### config.mk
export PLATFORM = sky130hd
export DESIGN_NAME = bcd_time_counter
export DESIGN_NICKNAME = d
export VERILOG_FILES = /design/src/rtl/time_pkg.sv /design/src/rtl/bcd_mod_counter.sv /design/src/rtl/bcd_time_counter.sv
export SDC_FILE = /design/constraint.sdc
export NUM_CORES = 1
export LEC_CHECK = 0
export ABC_AREA = 1
export ABC_CLOCK_PERIOD_IN_PS = 4550
export CORE_ASPECT_RATIO = 0.9
export CORE_MARGIN = 1.5
export CORE_UTILIZATION = 53
export DETAILED_ROUTE_END_ITERATION = 10
export PLACE_DENSITY = 0.85
export SLEW_MARGIN = 0
export SYNTH_ARGS = -nofsm -noshare
export SYNTH_HDL_FRONTEND = slang
export SYNTH_SLANG_ARGS = --single-unit
### constraint.sdc
create_clock -name clk -period 4.55 [get_ports clk]
set_input_delay 0.91 -clock clk [delete_from_list [all_inputs] [get_ports clk]]
set_output_delay 0.91 -clock clk [all_outputs]
set_load 0.005 [all_outputs]
### src/rtl/time_pkg.sv
// Shared BCD time-of-day constants and helpers used by the counter chain
// and by the load validation in bcd_time_counter.
package time_pkg;

    localparam logic [7:0] SEC_MAX = 8'h59;
    localparam logic [7:0] MIN_MAX = 8'h59;

    // Packed BCD increment; callers handle the wrap at their own maximum.
    function automatic logic [7:0] bcd_inc(input logic [7:0] v);
        if (v[3:0] == 4'd9)
            return {v[7:4] + 4'd1, 4'd0};
        else
            return {v[7:4], v[3:0] + 4'd1};
    endfunction

    // Both nibbles decimal, and the value not beyond max_bcd (BCD orders like binary).
    function automatic logic bcd_valid(input logic [7:0] v, input logic [7:0] max_bcd);
        return (v[7:4] <= 4'd9) && (v[3:0] <= 4'd9) && (v <= max_bcd);
    endfunction

    function automatic logic [7:0] int_to_bcd(input int n);
        return {4'(n / 10), 4'(n % 10)};
    endfunction

endpackage

### src/rtl/bcd_mod_counter.sv
// One BCD digit-pair counter that wraps from MAX_BCD to 00; wrap flags the
// terminal value so the next stage can chain its increment on it.
module bcd_mod_counter
    import time_pkg::*;
#(
    parameter logic [7:0] MAX_BCD = 8'h59
) (
    input  logic       clk,
    input  logic       rst,
    input  logic       clr,
    input  logic       ld,
    input  logic [7:0] ld_val,
    input  logic       inc,
    output logic [7:0] val,
    output logic       wrap
);

    assign wrap = (val == MAX_BCD);

    always_ff @(posedge clk or posedge rst) begin
        if (rst)
            val <= 8'h00;
        else if (clr)
            val <= 8'h00;
        else if (ld)
            val <= ld_val;
        else if (inc)
            val <= wrap ? 8'h00 : bcd_inc(val);
    end

endmodule

### src/rtl/bcd_time_counter.sv
// hh:mm:ss BCD time-of-day counter advanced once per rising edge of the
// synchronized 1 Hz enable level, with run/pause, clear and validated load.
module bcd_time_counter
    import time_pkg::*;
#(
    parameter int SYNC_STAGES = 0,
    parameter int H_MAX       = 23
) (
    input  logic       clk,
    input  logic       rst,
    input  logic       slow_clk_en,
    input  logic       run,
    input  logic       clear,
    input  logic       load,
    input  logic [7:0] load_h,
    input  logic [7:0] load_m,
    input  logic [7:0] load_s,
    output logic [7:0] hour,
    output logic [7:0] min,
    output logic [7:0] sec,
    output logic       tick,
    output logic       min_roll,
    output logic       day_roll,
    output logic       load_err
);

    localparam logic [7:0] H_MAX_BCD = int_to_bcd(H_MAX);

    logic en_s;
    logic prev;
    logic rise;
    logic load_ok;
    logic do_load;
    logic advance;
    logic sec_wrap;
    logic min_wrap;
    logic hour_wrap;

    // Chain and prev reset to 1 so a level already high at reset release never counts.
    generate
        if (SYNC_STAGES == 0) begin : g_no_sync
            assign en_s = slow_clk_en;
        end else begin : g_sync
            logic [SYNC_STAGES-1:0] sync_q;

            always_ff @(posedge clk or posedge rst) begin
                if (rst) begin
                    sync_q <= '1;
                end else begin
                    sync_q[0] <= slow_clk_en;
                    for (int i = 1; i < SYNC_STAGES; i++)
                        sync_q[i] <= sync_q[i-1];
                end
            end

            assign en_s = sync_q[SYNC_STAGES-1];
        end
    endgenerate

    always_ff @(posedge clk or posedge rst) begin
        if (rst)
            prev <= 1'b1;
        else
            prev <= en_s;
    end

    assign rise    = en_s & ~prev;
    assign load_ok = bcd_valid(load_s, SEC_MAX) &&
                     bcd_valid(load_m, MIN_MAX) &&
                     bcd_valid(load_h, H_MAX_BCD);
    assign do_load = ~clear & load & load_ok;
    assign advance = rise & run & ~clear & ~load;

    bcd_mod_counter #(.MAX_BCD(SEC_MAX)) u_sec (
        .clk    (clk),
        .rst    (rst),
        .clr    (clear),
        .ld     (do_load),
        .ld_val (load_s),
        .inc    (advance),
        .val    (sec),
        .wrap   (sec_wrap)
    );

    bcd_mod_counter #(.MAX_BCD(MIN_MAX)) u_min (
        .clk    (clk),
        .rst    (rst),
        .clr    (clear),
        .ld     (do_load),
        .ld_val (load_m),
        .inc    (advance & sec_wrap),
        .val    (min),
        .wrap   (min_wrap)
    );

    bcd_mod_counter #(.MAX_BCD(H_MAX_BCD)) u_hour (
        .clk    (clk),
        .rst    (rst),
        .clr    (clear),
        .ld     (do_load),
        .ld_val (load_h),
        .inc    (advance & sec_wrap & min_wrap),
        .val    (hour),
        .wrap   (hour_wrap)
    );

    // Pulses are registered alongside the counters so they line up with the new time.
    always_ff @(posedge clk or posedge rst) begin
        if (rst) begin
            tick     <= 1'b0;
            min_roll <= 1'b0;
            day_roll <= 1'b0;
            load_err <= 1'b0;
        end else begin
            tick     <= advance;
            min_roll <= advance & sec_wrap;
            day_roll <= advance & sec_wrap & min_wrap & hour_wrap;
            load_err <= ~clear & load & ~load_ok;
        end
    end

endmodule

After elaboration in Yosys (flattened, before gate mapping). Cells that the tools add are included.

Reduce and logical (&&, ||, !) cells: 17. Bitwise operators: 14. Equality and inequality tests: 6. Mux-type cells: 15. $add $sub $neg: 6. Order comparisons: 9.

Operators with widths (number): $mux W8 (15); $add A4 B1 Y4 const B (6); $le A4 B4 Y1 const B (6); $eq A8 B7 Y1 const B (2); $le A8 B7 Y1 const B (2); $eq A4 B4 Y1 const B (3); $reduce_bool A4 Y1 (3); $and A1 B1 Y1 (10); $reduce_bool A3 Y1 (3); $eq A8 B6 Y1 const B (1); $le A8 B6 Y1 const B (1); $logic_and A1 B1 Y1 (8); $reduce_and A2 Y1 (3); $not A1 Y1 (4).

Word-level logic and storage cells: 78. Flip-flop bits (word level): 29.

Depth between registers and ports, before layout. Gate-level depths: netlist (run 1).

Depth in word-level cells: 10. Gate-level depth with buffers: 11.

Modules after synthesis. From an unflattened synthesis (run 1), not the netlist that was laid out.

Cell total of the unflattened synthesis: 320. Area total of the unflattened synthesis: 2182.1 um^2.

By module, submodules not included: bcd_mod_counter at u_min ... (times used 2, cells each 91, area an instance 621.8 um^2); bcd_mod_counter at u_hour (times used 1, cells each 95, area an instance 646.9 um^2); bcd_time_counter (times used 1, cells each 43, area an instance 291.5 um^2).

Worst setup path before layout (run 1). OpenSTA, ideal clock, no wires.

Path type: input port to flip-flop. Start: input load_h[6]. End: register u_hour.val[5]. Required time: 4.432 ns. Library setup time: 0.118 ns. Slack: 2.625 ns. Arrival: 1.808 ns. Stages: 11. Path buffers: 1. Cells stage by stage: inv_1 > nand2_1 > nor2_1 > nand2_1 > nor2_4 > nand3_4 > nand2_2 > inv_2 > buf_6 > nand3_1 > nand2_1.

Longest elaborated chain between the ends: 7.

RTL lines: from (decl) (line bcd_time_counter.sv:15) `input logic [7:0] load_h,`; branches (longest 2 deep; another with $le A8 B6 Y1); $logic_and A1 B1 Y1 (*) (line time_pkg.sv:18) `return (v[7:4] <= 4'd9) && (v[3:0] <= 4'd9) && (v <= max_bcd);`; $logic_and A1 B1 Y1 (*) (line bcd_time_counter.sv:69) `bcd_valid(load_m, MIN_MAX) &&`; $and A1 B1 Y1 (*) (line bcd_time_counter.sv:71) `assign do_load = ~clear & load & load_ok;`; $reduce_bool A4 Y1 (no source line), or another cell as far along; $reduce_and A2 Y1 (no source line) or $mux W8 (tied branches); to (signal assigned) (line bcd_mod_counter.sv:26) `val <= ld_val;`; to (signal assigned) (line bcd_mod_counter.sv:28) `val <= wrap ? 8'h00 : bcd_inc(val);`; to (decl) (line bcd_mod_counter.sv:14) `output logic [7:0] val,`.

Mark *: on every way between the ends. A chain may end at the register's enable or synchronous reset.

Worst setup path after layout (run 1).
Start: input load_m[6]. End: register u_sec.val[7].

Longest elaborated chain between the ends: 8.

RTL lines: from (decl) (line bcd_time_counter.sv:16) `input logic [7:0] load_m,`; branches (longest 2 deep; another with $le A8 B7 Y1); $logic_and A1 B1 Y1 (*) (line time_pkg.sv:18); $logic_and A1 B1 Y1 (*) (line bcd_time_counter.sv:68) `assign load_ok = bcd_valid(load_s, SEC_MAX) &&`; $logic_and A1 B1 Y1 (*) (line bcd_time_counter.sv:69); $and A1 B1 Y1 (*) (line bcd_time_counter.sv:71); $reduce_bool A4 Y1 (no source line), or another cell as far along; $reduce_and A2 Y1 (no source line) or $mux W8 (tied branches); to (signal assigned) (line bcd_mod_counter.sv:26); to (signal assigned) (line bcd_mod_counter.sv:28); to (decl) (line bcd_mod_counter.sv:14).

Marks and branches as above.

==> qor.json, run 1 <==
{
  "drt_drc_violations_left": {"value": 0},
  "floorplan.core_area": {"value": 4020, "unit": "sq um"},
  "area.growth.synth_to_final": {"value": 33.0, "unit": "%"},
  "min_path_type": {"value": "flop to flop"},
  "floorplan.initialDensity": {"value": 54.7, "unit": "%"},
  "clock_latency": {"value": 0.29, "unit": "ns"},
  "rsz0062_at_grt": {"value": "false"},
  "place.port_buffers": {"value": 57},
  "post-route-util": {"value": 72.7, "unit": "%"},
  "cp-endpoint": {"value": "u_sec.val[7]"},
  "totalNegativeSetupSlack": {"value": 0, "unit": "ns"},
  "final_antenna_net_count": {"value": 0},
  "clkTransAtPathRegs": {"value": 0.07, "unit": "ns"},
  "reg2reg_depth": {"value": 10},
  "placedCellCount": {"value": 413},
  "tightestPinTransition": {"value": 1.14, "unit": "ns"},
  "grt.total_usage": {"value": 26.9, "unit": "%"},
  "placement_rows": {"value": 22},
  "setup_viol": {"value": 0},
  "cts_buffers": {"value": 5},
  "first_iter_violations": {"value": 229},
  "critical_path.startpoint_type": {"value": "primary input"},
  "count_of_endpoints_failing_hold_in_the_final_timing_report": {"value": 0},
  "globalRoute.totalOverflow": {"value": 0},
  "timing.critical_path.fanout_max": {"value": 27},
  "antenna-diode-count": {"value": 0},
  "post_synth_num_cell_types": {"value": 28},
  "maxSlewViolCount": {"value": 0},
  "end_kind": {"value": "flop"},
  "num_vias": {"value": 2314},
  "max_slew_margin": {"value": 23.9, "unit": "%"},
  "final_layout_size_suffix_gt1_share": {"value": 9.12, "unit": "%"},
  "p_per_area": {"value": 225, "unit": "nW/um^2"},
  "total_routed_length": {"value": 5610, "unit": "um"},
  "cts.sink_count": {"value": 29},
  "period_needed": {"value": 2.83, "unit": "ns"},
  "dr.pass1.iters": {"value": 5},
  "critPathLaunch": {"value": "load_m[6]"},
  "synth_area": {"value": 2200, "unit": "sq um"},
  "syn-mean-instance-area": {"value": 6.95, "unit": "sq um"},
  "wl_per_cell": {"value": 13.3, "unit": "um"},
  "die_h": {"value": 64.1, "unit": "um"},
  "first_pass_grt_wire_length": {"value": 9800, "unit": "um"},
  "cp_cell_instances": {"value": "clkdlybuf4s50_1 -> nand2_1 -> nand2_1 -> inv_1 -> nand2_1 -> nor2_4 -> nand3_4 -> nand2_2 -> inv_2 -> o21ai_0 -> nor2_1"},
  "syn_nets": {"value": 358},
  "fin_worst_skew": {"value": 0.00428, "unit": "ns"},
  "critical_path.max_stage_delay": {"value": 0.45, "unit": "ns"},
  "power_share_of_the_sequential_group": {"value": 40.0, "unit": "%"},
  "timing.critical_path.arrival": {"value": 3.00, "unit": "ns"},
  "yosysSeqAreaShare": {"value": 33.1, "unit": "%"},
  "place_hpwl": {"value": 3980, "unit": "um"},
  "floorplan.die.width": {"value": 70.9, "unit": "um"},
  "postSynthRegisterBits": {"value": 29},
  "timing.critical_path.slowest_stage_cell": {"value": "sky130_fd_sc_hd__clkdlybuf4s50_1"},
  "io_pins": {"value": 58},
  "max_cap_viol_count": {"value": 0},
  "p_comb_share": {"value": 11.0, "unit": "%"},
  "post_cts_resized": {"value": 0},
  "place.gp.congestion": {"value": 0.906},
  "run_status": {"value": "completed"},
  "vias_cell": {"value": 5.50},
  "timing.fmax": {"value": 354, "unit": "MHz"},
  "synth_cells": {"value": 316},
  "clockPowerShare": {"value": 49.0, "unit": "%"},
  "worstReg2RegEnd": {"value": "u_hour.val[2]"},
  "postCtsHoldBufs": {"value": 0},
  "leakage": {"value": 1.48, "unit": "nW"},
  "tritoncts": {"value": "done"},
  "p_sw": {"value": 0.146, "unit": "mW"},
  "ir_worst_vdd": {"value": 0.265, "unit": "mV"},
  "worst_path_most_repeated_cell": {"value": "sky130_fd_sc_hd__nand2_1"},
  "floorplan.die_area": {"value": 4540, "unit": "sq um"},
  "cts_root_buffer": {"value": "sky130_fd_sc_hd__clkbuf_8"},
  "p_int": {"value": 0.512, "unit": "mW"},
  "instances_no_fill": {"value": 421},
  "vias_in_the_first_global_route": {"value": 2176},
  "final.period_utilization": {"value": 62.1, "unit": "%"},
  "reg2reg_setup_slack": {"value": 2.78, "unit": "ns"},
  "yosys_warning_count": {"value": 0},
  "finish.net_count": {"value": 414},
  "critical_path_required": {"value": 4.73, "unit": "ns"},
  "switching_share": {"value": 22.2, "unit": "%"},
  "fillCellCount": {"value": 339},
  "reg2reg_from": {"value": "u_sec.val[1]"},
  "pin_count_of_the_biggest_net_entering_global_routing": {"value": 30},
  "antenna_found_initial": {"value": 0},
  "cts_buffer_depth": {"value": 2},
  "ctsHtreeMaxLevel": {"value": 2},
  "setup.worst_path.class": {"value": "primary input to flop"},
  "post-cts-setup-buffer-count": {"value": 0}
}
==> cells in the mapped netlist (all sizes together) <==
| master | instances | area (sq um) |
|---|---|---|
| nand4 | 21 | 131 |
| xnor2 | 5 | 43.8 |
| o21ai | 5 | 25.0 |
| or2 | 1 | 6.26 |
| xor2 | 5 | 43.8 |
| inv | 29 | 109 |
| a31o | 1 | 8.76 |
| nand2 | 111 | 437 |
| a21boi | 1 | 7.51 |
| a21oi | 3 | 22.5 |
| nand3 | 35 | 203 |
| buf | 8 | 46.3 |
| ha | 12 | 150 |
| dfstp | 1 | 26.3 |
| dfrtp | 28 | 701 |
| clkbuf | 2 | 7.51 |
| nor3 | 1 | 5.00 |
| nor2 | 47 | 224 |
==> registers in the layout, indices dropped and copies added, names as in the netlist <==
name	flops
u_hour.val	8
u_min.val	8
u_sec.val	8
day_roll	1
load_err	1
min_roll	1
prev	1
tick	1
==> metal layers <==
| metal | routed length (um) | GRT usage (%) | vias up |
|---|---|---|---|
| met5 | 0 | 0 | - |
| met4 | 111 | 10.8 | 0 |
| met3 | 389 | 3.94 | 14 |
| met2 | 2740 | 43.7 | 115 |
| met1 | 2360 | 36.2 | 1059 |
| li1 | - | - | 1126 |
==> worst max-delay path: cells and delay by family <==
kind / cells / cell delay, ns
buffers and inverters: 3 / 0.64
and+or+nand+nor: 7 / 1.34
AOI/OAI and AO/OA: 1 / 0.10
==> final cells by class <==
| cell class | count | area (sq um) | area share [%] |
|---|---|---|---|
| clock inverters | 3 | 65.1 | 2.23 |
| inverters | 29 | 109 | 3.72 |
| clock buffers | 5 | 68.8 | 2.35 |
| repair buffers | 59 | 586 | 20.0 |
| multi-input cells | 248 | 1310 | 44.7 |
| well taps | 48 | 60.1 | 2.05 |
| flip-flops and latches | 29 | 727 | 24.9 |
==> through the flow <==
step	hold slack [ns]	total power, mW	setup slack [ns]	instance area [sq um]
floorplan	0.529	0.299	2.62	2200
global placement	0.542	0.338	1.56	2790
detailed placement	0.549	0.340	1.46	2790
CTS	0.568	0.660	1.75	2920
global route	0.621	0.680	1.52	2920
finish	0.567	0.658	1.72	2920
==> how the worst min path moves through the flow <==
| stage | start | end | slack [ns] | depth (start not counted) |
|---|---|---|---|---|
| floorplan | u_hour.val[1] | u_hour.val[1] | 0.53 | 2 |
| global placement | u_min.val[3] | u_min.val[3] | 0.54 | 2 |
| detailed placement | u_hour.val[1] | u_hour.val[1] | 0.55 | 2 |
| CTS | u_hour.val[1] | u_hour.val[1] | 0.57 | 2 |
| global route | u_hour.val[7] | u_hour.val[7] | 0.62 | 2 |
| finish | u_hour.val[1] | u_hour.val[1] | 0.57 | 2 |
==> cells in the final DEF, fill, tap and decap left out, types with 2 or more instances in the layout <==
cell type,instances
sky130_fd_sc_hd__clkbuf_8,5
sky130_fd_sc_hd__clkdlybuf4s50_1,57
sky130_fd_sc_hd__xor2_1,5
sky130_fd_sc_hd__nor2_4,5
sky130_fd_sc_hd__bufinv_16,2
sky130_fd_sc_hd__nor2_2,4
sky130_fd_sc_hd__o21ai_1,2
sky130_fd_sc_hd__xnor2_1,5
sky130_fd_sc_hd__a21oi_2,2
sky130_fd_sc_hd__buf_4,2
sky130_fd_sc_hd__nand2_4,2
sky130_fd_sc_hd__inv_1,27
sky130_fd_sc_hd__nand4_1,21
sky130_fd_sc_hd__nand3_1,31
sky130_fd_sc_hd__o21ai_0,3
sky130_fd_sc_hd__nand2_2,2
sky130_fd_sc_hd__inv_2,2
sky130_fd_sc_hd__nand2_1,107
sky130_fd_sc_hd__ha_1,12
sky130_fd_sc_hd__dfrtp_1,28
sky130_fd_sc_hd__nor2_1,38
sky130_fd_sc_hd__nand3_2,3
==> power groups by stage <==
stage	combinational (mW)	sequential, mW	clock [mW]
finish	0.0721	0.263	0.322
global route	0.0792	0.264	0.337
CTS	0.0720	0.263	0.325
detailed placement	0.0717	0.268	0
global placement	0.0701	0.268	0
floorplan	0.0313	0.268	0
==> cell families after synthesis <==
| family | Yosys count | synth area share [%] |
|---|---|---|
| adders and majority gates | 12 | 6.83 |
| DFF | 29 | 33.1 |
| xor gates and xnor gates | 10 | 3.99 |
| buffers and inverters | 39 | 7.40 |
| and+or+nand+nor | 216 | 45.8 |
| AOI/OAI and AO/OA | 10 | 2.90 |
No activity file was read; power rests on OpenSTA's default activity.
==> run 2, diff against run 1 <==
--- a/config.mk
+++ b/config.mk
@@ -6,12 +6,12 @@
 export NUM_CORES = 1
 export LEC_CHECK = 0
 export ABC_AREA = 1
-export ABC_CLOCK_PERIOD_IN_PS = 4550
+export ABC_CLOCK_PERIOD_IN_PS = 2450
 export CORE_ASPECT_RATIO = 0.9
 export CORE_MARGIN = 1.5
-export CORE_UTILIZATION = 53
+export CORE_UTILIZATION = 44
 export DETAILED_ROUTE_END_ITERATION = 10
-export PLACE_DENSITY = 0.85
+export PLACE_DENSITY = 0.75
 export SLEW_MARGIN = 0
 export SYNTH_ARGS = -nofsm -noshare
 export SYNTH_HDL_FRONTEND = slang
==> constraint.sdc (replaced) <==
create_clock -name clk -period 2.45 [get_ports clk]
set_input_delay 0.49 -clock clk [delete_from_list [all_inputs] [get_ports clk]]
set_output_delay 0.49 -clock clk [all_outputs]
set_load 0.005 [all_outputs]
==> qor.json, run 2 (same netlist as run 1, synthesis figures left out) <==
{
  "run_status": {"value": "completed"},
  "floorplan.core_area": {"value": 4830, "unit": "sq um"},
  "end_kind": {"value": "flop"},
  "cp.buffers_inverters": {"value": 1},
  "finish.net_count": {"value": 418},
  "io_pins": {"value": 58},
  "cp_cell_instances": {"value": "clkdlybuf4s50_1 -> o21ai_0 -> nand2_1 -> nand2_1 -> nand3_4 -> nand2_2 -> nor2_1 -> nand2_1 -> nand2_1"},
  "antenna-diode-count": {"value": 0},
  "timing.critical_path.arrival": {"value": 2.17, "unit": "ns"},
  "dr.pass1.iters": {"value": 4},
  "wl_per_cell": {"value": 12.3, "unit": "um"},
  "final.period_utilization": {"value": 79.4, "unit": "%"},
  "globalRoute.totalOverflow": {"value": 0},
  "ir_worst_vdd": {"value": 0.183, "unit": "mV"},
  "clkTransAtPathRegs": {"value": 0.06, "unit": "ns"},
  "clock_latency": {"value": 0.29, "unit": "ns"},
  "setup.worst_path.class": {"value": "primary input to flop"},
  "tightestPinTransition": {"value": 0.393, "unit": "ns"},
  "count_of_endpoints_failing_hold_in_the_final_timing_report": {"value": 0},
  "worst_path_most_repeated_cell": {"value": "sky130_fd_sc_hd__nand2_1"},
  "place.gp.congestion": {"value": 0.884},
  "reg2reg_setup_slack": {"value": 0.71, "unit": "ns"},
  "cts_buffer_depth": {"value": 2},
  "worstHoldEndpoint": {"value": "u_hour.val[1]"},
  "totalNegativeSetupSlack": {"value": 0, "unit": "ns"},
  "first_iter_violations": {"value": 177},
  "final_layout_size_suffix_gt1_share": {"value": 9.28, "unit": "%"},
  "leakage": {"value": 1.47, "unit": "nW"},
  "die_h": {"value": 70.0, "unit": "um"},
  "number_of_cells_on_the_critical_path": {"value": 9},
  "maxSlewViolCount": {"value": 0},
  "tritoncts": {"value": "done"},
  "p_per_area": {"value": 344, "unit": "nW/um^2"},
  "largestRegisters": {"value": "u_hour.val (8), u_min.val (8), u_sec.val (8)"},
  "cts_buffers": {"value": 5},
  "place.port_buffers": {"value": 57},
  "post-cts-setup-buffer-count": {"value": 0},
  "place_hpwl": {"value": 4080, "unit": "um"},
  "instances_no_fill": {"value": 442},
  "fillCellCount": {"value": 446},
  "critical_path.max_stage_delay": {"value": 0.55, "unit": "ns"},
  "vias_in_the_first_global_route": {"value": 1969},
  "pin_count_of_the_biggest_net_entering_global_routing": {"value": 30},
  "layout.cells.most_common": {"value": "sky130_fd_sc_hd__nand2_1"},
  "setup_viol": {"value": 0},
  "fin_worst_skew": {"value": 0.0107, "unit": "ns"},
  "timing.fmax": {"value": 514, "unit": "MHz"},
  "critical_path_required": {"value": 2.68, "unit": "ns"},
  "floorplan.initialDensity": {"value": 45.4, "unit": "%"},
  "area.growth.synth_to_final": {"value": 32.9, "unit": "%"},
  "crit_path_max_delay_family": {"value": "simple AND/OR/NAND/NOR gates"},
  "max_slew_margin": {"value": 73.8, "unit": "%"},
  "total_routed_length": {"value": 5440, "unit": "um"},
  "floorplan.die_area": {"value": 5430, "unit": "sq um"},
  "vias_cell": {"value": 5.07},
  "timing.critical_path.slowest_stage_cell": {"value": "sky130_fd_sc_hd__clkdlybuf4s50_1"},
  "cts_root_buffer": {"value": "sky130_fd_sc_hd__clkbuf_8"},
  "drt_drc_violations_left": {"value": 0},
  "placedCellCount": {"value": 434},
  "most-common-layout-cells": {"value": "107 x sky130_fd_sc_hd__nand2_1, 57 x sky130_fd_sc_hd__clkdlybuf4s50_1, 38 x sky130_fd_sc_hd__nor2_1"},
  "placement_rows": {"value": 24},
  "rsz0062_at_grt": {"value": "false"},
  "cts.sink_count": {"value": 29},
  "floorplan.die.width": {"value": 77.5, "unit": "um"},
  "worst_setup_slack_final": {"value": 0.504, "unit": "ns"},
  "period_needed": {"value": 1.95, "unit": "ns"},
  "critical_path.startpoint_type": {"value": "primary input"},
  "ctsHtreeMaxLevel": {"value": 2},
  "reg2reg_from": {"value": "u_sec.val[1]"},
  "first_pass_grt_wire_length": {"value": 9090, "unit": "um"},
  "worstHoldPathCells": {"value": 2},
  "grt.total_usage": {"value": 21.1, "unit": "%"},
  "max_cap_viol_count": {"value": 0},
  "worstReg2RegEnd": {"value": "u_hour.val[5]"},
  "dpl_worst_slack": {"value": 0.209, "unit": "ns"},
  "hold_slack": {"value": 0.555, "unit": "ns"},
  "num_vias": {"value": 2242},
  "post_cts_resized": {"value": 0},
  "worst_hold_startpoint": {"value": "u_hour.val[1]"},
  "antenna_found_initial": {"value": 0},
  "final_antenna_net_count": {"value": 0},
  "min_path_type": {"value": "flop to flop"},
  "reg2reg_depth": {"value": 10},
  "timing.critical_path.fanout_max": {"value": 19},
  "postCtsHoldBufs": {"value": 0}
}
run 2: layout make-up:
cell class | count | area (sq um) | area share, %
timing repair buffer | 63 | 616 | 21.1
clock buffer | 8 | 80.1 | 2.74
inverter | 29 | 109 | 3.73
tap | 65 | 81.3 | 2.78
sequential | 29 | 727 | 24.9
multi-input combinational | 248 | 1310 | 44.8
run 2: worst max-delay path by stage:
| stage | start | endpoint | slack, ns |
|---|---|---|---|
| detailed placement | load_h[5] | u_sec.val[3] | 0.21 |
| CTS | load_h[5] | u_sec.val[3] | 0.50 |
| global placement | clear | u_hour.val[1] | 0.26 |
| finish | load_h[5] | u_min.val[0] | 0.50 |
| floorplan | load_h[6] | u_hour.val[5] | 0.94 |
| global route | load_h[5] | u_min.val[1] | 0.26 |
run 2: metrics by stage:
step / utilization (%) / power (mW) / cell area [sq um]
CTS: 60.4 / 1.00 / 2920
global route: 60.4 / 1.04 / 2920
detailed placement: 58.7 / 0.633 / 2840
finish: 60.4 / 1.00 / 2920
global placement: 58.7 / 0.631 / 2840
floorplan: - / 0.555 / 2200
run 2: power by group:
group | internal (mW) | leakage [nW] | switching, mW
combinational | 0.0654 | 1.03 | 0.0704
clock | 0.201 | 0.0395 | 0.178
sequential | 0.484 | 0.398 | 0.00422
run 2: worst register-to-register path, cell delays in order, from the launching register on:
cell and delay [ns]:
sky130_fd_sc_hd__dfrtp_1 0.43, sky130_fd_sc_hd__inv_1 0.07, sky130_fd_sc_hd__ha_1 0.14, sky130_fd_sc_hd__nand2_2 0.07
sky130_fd_sc_hd__nor2_4 0.19, sky130_fd_sc_hd__nand2_1 0.09, sky130_fd_sc_hd__nor2_2 0.20, sky130_fd_sc_hd__nand3_2 0.17
sky130_fd_sc_hd__nand3_2 0.14, sky130_fd_sc_hd__nand3_1 0.10, sky130_fd_sc_hd__nand2_1 0.07
run 2: routing by layer:
metal | global-route usage, % | routed length (um) | share of wire, %
met3 | 3.92 | 287 | 5.3
met4 | 7.07 | 95 | 1.7
met1 | 28.6 | 2520 | 46
met2 | 33.9 | 2540 | 47
met5 | 0 | 0 | 0
